--- config.mk ---
export PLATFORM = sky130hd
export DESIGN_NAME = keypad_scan_fifo
export DESIGN_NICKNAME = d
export VERILOG_FILES = /design/src/rtl/keypad_pkg.sv /design/src/rtl/keypad_key_fifo.sv /design/src/rtl/keypad_scan_fifo.sv
export SDC_FILE = /design/constraint.sdc
export NUM_CORES = 1
export LEC_CHECK = 0
export ABC_CLOCK_PERIOD_IN_PS = 6200
export CORE_MARGIN = 2
export CORE_UTILIZATION = 60
export DETAILED_ROUTE_END_ITERATION = 6
export PLACE_DENSITY = 0.89
export SLEW_MARGIN = 30
export SYNTH_ARGS = -nofsm -noshare
export SYNTH_HDL_FRONTEND = slang
export SYNTH_SLANG_ARGS = --single-unit
--- constraint.sdc ---
create_clock -name clk -period 6.2 [get_ports clk]
set_input_delay 0.93 -clock clk [delete_from_list [all_inputs] [get_ports clk]]
set_output_delay 0.93 -clock clk [all_outputs]
set_load 0.02 [all_outputs]
--- src/rtl/keypad_pkg.sv ---
// keypad_pkg -- shared constants for the keypad scanner / FIFO peripheral.
//   READY_BIT, OVF_BIT, COUNT_LSB : status register layout on keyout
//   HEX_LEGEND                    : raw 4x4 code -> legacy hex legend
//   clog2                         : constant ceil(log2) helper
package keypad_pkg;

  localparam int READY_BIT = 0;
  localparam int OVF_BIT   = 1;
  localparam int COUNT_LSB = 8;

  // Index = row*4 + col.  Rows: 1 2 3 A / 4 5 6 B / 7 8 9 C / E 0 F D
  localparam logic [3:0] HEX_LEGEND [16] = '{
    4'h1, 4'h2, 4'h3, 4'hA,
    4'h4, 4'h5, 4'h6, 4'hB,
    4'h7, 4'h8, 4'h9, 4'hC,
    4'hE, 4'h0, 4'hF, 4'hD
  };

  function automatic int clog2(input int v);
    int r;
    r = 0;
    while ((1 << r) < v) r++;
    return r;
  endfunction

endpackage

--- src/rtl/keypad_key_fifo.sv ---
// keypad_key_fifo -- synchronous key-code FIFO.
//   clk, rst  : clock, synchronous active-high reset
//   i_push    : write i_data (accepted when not full, or when full with a pop)
//   i_pop     : drop head entry (ignored when empty)
//   i_data    : code to write
//   o_full, o_empty, o_count : occupancy (count is AW+1 bits)
//   o_head    : head entry, forced to 0 when empty
module keypad_key_fifo
  import keypad_pkg::*;
#(
  parameter int DEPTH = 8,
  parameter int W     = 4,
  localparam int AW   = clog2(DEPTH)
) (
  input  logic          clk,
  input  logic          rst,
  input  logic          i_push,
  input  logic          i_pop,
  input  logic [W-1:0]  i_data,
  output logic          o_full,
  output logic          o_empty,
  output logic [AW:0]   o_count,
  output logic [W-1:0]  o_head
);

  logic [W-1:0]  r_mem [DEPTH];
  logic [AW-1:0] r_wr;
  logic [AW-1:0] r_rd;
  logic [AW:0]   r_cnt;

  logic w_do_push;
  logic w_do_pop;

  assign o_full   = (r_cnt == (AW+1)'(DEPTH));
  assign o_empty  = (r_cnt == '0);
  assign o_count  = r_cnt;
  assign o_head   = o_empty ? '0 : r_mem[r_rd];

  // When full, a concurrent pop frees the slot the push lands in
  // (wr == rd), so both may proceed.
  assign w_do_pop  = i_pop & ~o_empty;
  assign w_do_push = i_push & (~o_full | w_do_pop);

  always_ff @(posedge clk) begin
    if (rst) begin
      r_wr  <= '0;
      r_rd  <= '0;
      r_cnt <= '0;
    end else begin
      if (w_do_push) r_wr <= r_wr + AW'(1);
      if (w_do_pop)  r_rd <= r_rd + AW'(1);
      case ({w_do_push, w_do_pop})
        2'b10:   r_cnt <= r_cnt + (AW+1)'(1);
        2'b01:   r_cnt <= r_cnt - (AW+1)'(1);
        default: r_cnt <= r_cnt;
      endcase
    end
  end

  always_ff @(posedge clk) begin
    if (w_do_push) r_mem[r_wr] <= i_data;
  end

endmodule

--- src/rtl/keypad_scan_fifo.sv ---
// keypad_scan_fifo -- ROWS x COLS keypad scanner with per-row debounce,
// key encoding and a key-code FIFO, exposed as a status/data bus register.
//   clk, rst      : clock, synchronous active-high reset
//   rowwrite      : row drive, one-hot active-low, advances every scan tick
//   colread       : column sense, active-low
//   ack           : CPU strobe; rising edge pops (data view) or clears
//                   overflow (status view)
//   statusordata  : 1 = status on keyout, 0 = FIFO head on keyout
//   keyout        : status {count[15:8], ovf[1], ready[0]} or head code
// Build option: define KEYPAD_HEXMAP_EN (4x4 only) to store the legacy hex
// legend instead of row*COLS+col.
module keypad_scan_fifo
  import keypad_pkg::*;
#(
  parameter int ROWS       = 4,
  parameter int COLS       = 4,
  parameter int SCAN_DIV   = 14,
  parameter int DEBOUNCE   = 12,
  parameter int FIFO_DEPTH = 8
) (
  input  logic            clk,
  input  logic            rst,
  output logic [ROWS-1:0] rowwrite,
  input  logic [COLS-1:0] colread,
  input  logic            ack,
  input  logic            statusordata,
  output logic [15:0]     keyout
);

  localparam int ROW_W  = clog2(ROWS);
  localparam int COL_W  = clog2(COLS);
  localparam int CODE_W = clog2(ROWS*COLS);
  localparam int CNT_W  = clog2(FIFO_DEPTH) + 1;

  logic [SCAN_DIV-1:0]             r_div;
  logic [ROWS-1:0]                 r_rowwrite;
  // Only DEBOUNCE-1 past samples are kept; the current sample completes
  // the window.
  logic [ROWS-1:0][DEBOUNCE-2:0]   r_sh;
  logic [ROWS-1:0]                 r_db;
  logic [ROWS-1:0][COL_W-1:0]      r_col;
  logic                            r_any_q;
  logic                            r_ack_q;
  logic                            r_ovf;

  logic                            w_tick;
  logic                            w_pressed;
  logic [COL_W-1:0]                w_col;
  logic [ROWS-1:0][DEBOUNCE-1:0]   w_win;
  logic [ROW_W-1:0]                w_row;
  logic [CODE_W-1:0]               w_raw;
  logic [CODE_W-1:0]               w_push_code;
  logic                            w_event;
  logic                            w_ack_rise;
  logic                            w_pop;
  logic                            w_ovf_set;
  logic                            w_ovf_clr;
  logic                            w_full;
  logic                            w_empty;
  logic [CNT_W-1:0]                w_count;
  logic [CODE_W-1:0]               w_head;
  logic [15:0]                     w_status;

  assign rowwrite  = r_rowwrite;
  assign w_tick    = &r_div;
  assign w_pressed = ~&colread;

  // Lowest-numbered active-low column wins.
  always_comb begin
    w_col = '0;
    for (int c = COLS-1; c >= 0; c--)
      if (!colread[c]) w_col = COL_W'(c);
  end

  always_comb begin
    for (int r = 0; r < ROWS; r++)
      w_win[r] = {r_sh[r], w_pressed};
  end

  always_ff @(posedge clk) begin
    if (rst) begin
      r_div      <= '0;
      r_rowwrite <= {{(ROWS-1){1'b1}}, 1'b0};
      r_sh       <= '0;
      r_db       <= '0;
      r_col      <= '0;
      r_any_q    <= 1'b0;
      r_ack_q    <= 1'b0;
      r_ovf      <= 1'b0;
    end else begin
      r_div   <= r_div + SCAN_DIV'(1);
      r_any_q <= |r_db;
      r_ack_q <= ack;
      if (w_tick) begin
        r_rowwrite <= {r_rowwrite[ROWS-2:0], r_rowwrite[ROWS-1]};
        for (int r = 0; r < ROWS; r++) begin
          if (!r_rowwrite[r]) begin
            r_sh[r]  <= w_win[r][DEBOUNCE-2:0];
            r_col[r] <= w_col;
            if (&w_win[r])       r_db[r] <= 1'b1;
            else if (~|w_win[r]) r_db[r] <= 1'b0;
          end
        end
      end
      // A drop in the same cycle as a clear is newer, so it wins.
      if (w_ovf_set)      r_ovf <= 1'b1;
      else if (w_ovf_clr) r_ovf <= 1'b0;
    end
  end

  // Edge on |debounced gives one event per press: further rows going down
  // while one is held do not re-arm until everything is released.
  assign w_event = (|r_db) & ~r_any_q;

  always_comb begin
    w_row = '0;
    for (int r = ROWS-1; r >= 0; r--)
      if (r_db[r]) w_row = ROW_W'(r);
  end

  assign w_raw = CODE_W'(int'(w_row) * COLS + int'(r_col[w_row]));

`ifdef KEYPAD_HEXMAP_EN
  assign w_push_code = CODE_W'(HEX_LEGEND[w_raw]);
`else
  assign w_push_code = w_raw;
`endif

  assign w_ack_rise = ack & ~r_ack_q;
  assign w_pop      = w_ack_rise & ~statusordata;
  assign w_ovf_clr  = w_ack_rise & statusordata;
  assign w_ovf_set  = w_event & w_full & ~w_pop;

  keypad_key_fifo #(
    .DEPTH (FIFO_DEPTH),
    .W     (CODE_W)
  ) u_fifo (
    .clk     (clk),
    .rst     (rst),
    .i_push  (w_event),
    .i_pop   (w_pop),
    .i_data  (w_push_code),
    .o_full  (w_full),
    .o_empty (w_empty),
    .o_count (w_count),
    .o_head  (w_head)
  );

  always_comb begin
    w_status                        = '0;
    w_status[READY_BIT]             = ~w_empty;
    w_status[OVF_BIT]               = r_ovf;
    w_status[COUNT_LSB +: CNT_W]    = w_count;
  end

  assign keyout = statusordata ? w_status : 16'(w_head);

endmodule

* After elaboration in Yosys (flattened, before gate mapping) *
Memory sizes are Yosys's and may differ from the RTL's. A register that Yosys moved wholly into a read port is not among the register bits.
Index checks and enable logic that the tools add are counted.
W data, S select, Z words.

word-level totals
  word-level logic and storage cells = 104
  output and inout port bits = 20
  bits of input ports = 8
  register bits after elaboration = 87
  bits in writable memories = 32
  memories kept = 1

memories
  name          words  bits a word  read ports  clocked after memory_dff  write ports  line                   RTL
  u_fifo.r_mem  8      4            1           1                         1            keypad_key_fifo.sv:26  logic [W-1:0] r_mem [DEPTH];

cells by class
  reduce and logical (&&, ||, !) cells = 23
  $lt $le $gt $ge = 1
  eq/ne operators = 7
  mux-type cells = 27
  add/subtract/negate cells = 6
  bitwise gates (word level) = 19

operators with widths
  kind                     count
  $reduce_and A16 Y1       4
  $reduce_and A15 Y1       4
  $reduce_and A12 Y1       4
  $reduce_or A12 Y1        4
  $mux W2                  9
  $add A14 B1 Y14 const B  1
  $reduce_and A14 Y1       1
  $mux W1                  12
  $mux W12                 1
  $not A1 Y1               10
  $and A1 B1 Y1            8
  $ne A2 B2 Y1 const B     4
  $pmux W4 S2              1
  $add A3 B1 Y3 const B    2
  $mux W3                  2
  $add A4 B1 Y4 const B    1
  $add A4 B2 Y4            1
  $bmux W2 S2              1
  $eq A4 B4 Y1 const B     1
  $logic_not A4 Y1         1
  $mux W4                  1
  $reduce_and A4 Y1        1
  $reduce_bool A2 Y1       2
  $reduce_or A4 Y1         1
  6 further kinds          6

* Logic depth before layout (Yosys ltp) *
  word-level depth = 8
  depth in mapped cells = 10
  depth with buffers taken out = 9

* Hierarchy *
A second synthesis with hierarchy kept.

second synthesis, totals
  cell total of the unflattened synthesis = 474
  area total of the unflattened synthesis = 5273.8 sq um

by module, submodules not included
  module            cells each  sequential area each (sq um)  area each (sq um)  times used
  keypad_scan_fifo  352         1541.5                        3372.0             1
  keypad_key_fifo   122         1221.2                        1901.8             1

* Least setup slack after synthesis *
OpenSTA, ideal clock, no wires.

  kind = input port to flip-flop
  start point = input statusordata
  end point = register u_fifo.r_cnt[3] (netlist: u_fifo.o_count[3])
  stages on the path = 10
  data arrival time = 2908 ps
  buffers on the path = 1
  required time = 6136 ps
  path slack = 3229 ps
  setup time = 64 ps
  path through = or3b_1 > clkbuf_1 > nor2_1 > o21ai_0 > inv_1 > ha_1 > a21oi_1 > nand2_1 > or4_1 > nand4_1

on the way
  word-level cells in the longest chain between the ends = 7
  elaborated cells on any way between the ends = 9
  classes of those cells = 2 x eq/ne; 1 x mux; 5 x bitwise; 1 x reduce/logical

RTL lines
  what                                                      line                     RTL
  start, declared                                           keypad_scan_fifo.sv:26   input logic statusordata,
  $not A1 Y1 (*)                                            keypad_scan_fifo.sv:130  assign w_pop = w_ack_rise & ~statusordata;
  $and A1 B1 Y1 (*)                                         keypad_scan_fifo.sv:130
  $and A1 B1 Y1 (*)                                         keypad_key_fifo.sv:41    assign w_do_pop = i_pop & ~o_empty;
  $or A1 B1 Y1                                              keypad_key_fifo.sv:42    assign w_do_push = i_push & (~o_full | w_do_pop);
  $and A1 B1 Y1                                             keypad_key_fifo.sv:42
  $eq A2 B1 Y1 / $eq A2 B2 Y1 (equally long branches)       keypad_key_fifo.sv:52    case ({w_do_push, w_do_pop})
  $pmux W4 S2 / $reduce_bool A2 Y1 (equally long branches)  -
  end signal, assigned                                      keypad_key_fifo.sv:53    2'b10: r_cnt <= r_cnt + (AW+1)'(1);
  end signal, assigned                                      keypad_key_fifo.sv:54    2'b01: r_cnt <= r_cnt - (AW+1)'(1);
  end signal, assigned                                      keypad_key_fifo.sv:55    default: r_cnt <= r_cnt;
  end, declared                                             keypad_key_fifo.sv:29    logic [AW:0] r_cnt;

Every way passes the cells marked *; elsewhere a longest branch is shown, timed or not.
A chain may end at the register's enable or synchronous reset.

==> out/metrics.yaml <==
hold_violations: 0
synthMuxAreaShare_pct: 13.9
ir_drop_v: 0.000206
crit_path_end_kind: "output port"
start_util_pct: 61.8
cts_sinks: 122
worst-path-max-fanout: 8
cap_violations: 0
fin_crit_sh_pct: 59.6
dp.cells: 601
synthCells: 497
worstSetupPathType: "flop to output port"
slew_headroom_pct: 38.3
final_layout_size_suffix_gt1_share_pct: 11.0
ys_seq_elements: 122
ctsHoldBuffers: 0
grtUsageTotal_pct: 23.9
grt_overflow: 0
synthTopCellsByArea: "dfxtp_1, edfxtp_1, mux2i_1, mux4_2, nand2_1"
cts_buffers: 17
die_y_um: 98.6
worst_setup_path_start_kind: "flop"
grt_pass1_vias: 3927
num_antenna_cells: 0
crit_family: "flip-flops"
dr.pass1.iters: 4
coreArea_sq_um: 8680
required_ps: 5270
wl_um: 10800
cp_data_arrival_time_ps: 2760
place_congestion: 0.835
nNetsFinal: 526
synthArstFlopShare_pct: 0
ys_seq_area_share_pct: 51.5
power_leakage_uw: 0.00211
ctsHtreeMaxLevel: 4
ant_nets: 0
tns_ps: 0
synth_area_leader_cell: "dfxtp_1"
drv_slew: 0
synth_compound_area_share_pct: 5.25
finalSetupViolations: 0
yosys.area_share.simple_pct: 21.3
cts_resized: 0
rsz0062_at_grt: "false"
cts_tree: "yes"
tightest_slew_ps: 926
synth_cell_types: 50
area_delta_synth_final_pct: 14.6
status: "finished, final reports clean"
synth_top_flop_cell: "dfxtp_1"
cp_slowest_stage_delay_ps: 630
fin_skew_ps: 9.60
total_power_uw: 1830
fin_cells: 633
num_rows: 34
cp.buffers_inverters: 1
drc: 0
hpwl_um: 7120
viasPerCell: 5.95
wl_per_cell_um: 17.0
io_pins: 28
synthXorXnorAreaFrac_pct: 2.28
clk_latency_ps: 520
synth_area_per_cell_sq_um: 10.8
crit_slowest_cell: "dfxtp_1"
portBuffers: 19
synth_enable_flop_cells: 32
synthAdderAreaFrac_pct: 1.54
grt_pass1_wl_um: 18600
post_cts_buffers: 0
routed-via-count: 3769
syn_area_sq_um: 5370
chipWidth_um: 98.6
grt_start_max_net_pins: 58
drt_iter0_drc: 294
max_freq_ghz: 0.271
cts_buffer_depth: 2
synth_top_family_by_area: "simple AND/OR/NAND/NOR gates"
dp_worst_setup_slack_ps: 2380
clkTransAtPathRegs_ps: 50
yosysWarningCount: 0
antenna_found_initial: 0
cts_root_buf: "clkbuf_8"
die-area_sq_um: 9720
min-delay-path-class: "flop to flop"
crit_path_cell_trace: "mux4_2, nor2b_1, a211oi_1, nor2_1, clkdlybuf4s50_1"
setup_ws_ps: 2510
period_minus_slack_ps: 3690
synth_top_area_share_pct: 33.6
p_per_area_nw_per_um2: 297
[logic make-up after synthesis]
kind of cell,count (synthesis)
simple gates,204
xor+xnor,14
compound gates,45
other cells,1
fa+ha+maj,6
buf+inv,43
mux,62
flops,122
[metal layers]
layer	wire length [um]	part of all wire (%)	global-route usage, %	vias to the layer above
met3	418	3.9	7.30	17
met1	4460	41	27.9	1825
met2	5730	53	41.5	107
met5	0	0	0	-
li1	-	-	-	1820
met4	173	1.6	9.06	0
[synth_stat cells (8+ instances only)]
cell type and number:
buf_4 8, clkbuf_1 17, dfxtp_1 90, edfxtp_1 32, inv_1 13, mux2i_1 50
mux4_2 10, nand2_1 51, nand2b_1 23, nand3_1 15, nand4_1 13, nor2_1 33
nor3_1 10, nor4_1 16, o211ai_1 9, o21ai_0 20, xnor2_1 8
[worst paths after layout]
check,from,end,slack (ps),cells after the start
worst min register to register,r_ovf,r_ovf,470,2
worst max-delay path,flop,keyout[0],2510,5
worst min-delay path,r_ovf,r_ovf,470,2
worst max register to register,u_fifo.o_count[3],u_fifo.o_count[3],3310,9
[registers in the layout, summed over array words and instances (netlist names), 3 cells and up, named ones only]
register / cells
u_fifo.r_mem: 32
u_fifo.r_rd: 3
u_fifo.r_wr: 3
r_sh: 44
u_fifo.o_count: 4
r_col: 8
r_db: 4
rowwrite: 4
r_div: 14
[tightest hold or removal path: stages, from the launching register on]
cell	delay (ps)
dfxtp_1	310
nand2_1	50
a21oi_1	60
[cells in the final DEF (no fill, tap or decap), drive strengths merged, types with 3 or more instances in the layout]
master	count
a21oi	7
and2	4
clkbuf	22
clkdlybuf4s50	18
clkinv	6
conb	8
dfxtp	90
edfxtp	32
ha	5
inv	13
mux2i	50
mux4	10
nand2	51
nand2b	23
nand3	15
nand3b	3
nand4	14
nand4b	4
nor2	37
nor2b	7
nor3	10
nor3b	3
nor4	18
o211ai	9
o21ai	20
o311ai	3
or3	7
or4	3
xnor2	8
xor2	6
[report_power, final]
| group | switching [uW] | internal (uW) |
|---|---|---|
| Sequential | 2.63 | 815 |
| Clock | 344 | 636 |
| Combinational | 20.4 | 9.00 |
| Total | 367 | 1460 |
[layout make-up]
| type | count | area [sq um] |
|---|---|---|
| timing repair buffer | 19 | 185 |
| clock buffer | 22 | 494 |
| multi-input combinational | 339 | 2410 |
| tap | 108 | 135 |
| clock inverter | 10 | 113 |
| fill | 607 | 2530 |
| sequential | 122 | 2760 |
| inverter | 13 | 48.8 |
[metrics by stage]
step	util (%)	cell area, sq um	hold WS (ps)
after floorplan	-	5390	432
after global placement	63.9	5540	448
after detailed placement	63.9	5540	453
after CTS	70.8	6150	473
after global routing	70.8	6150	485
final	70.8	6150	472
(Power assumes the default switching activity.)
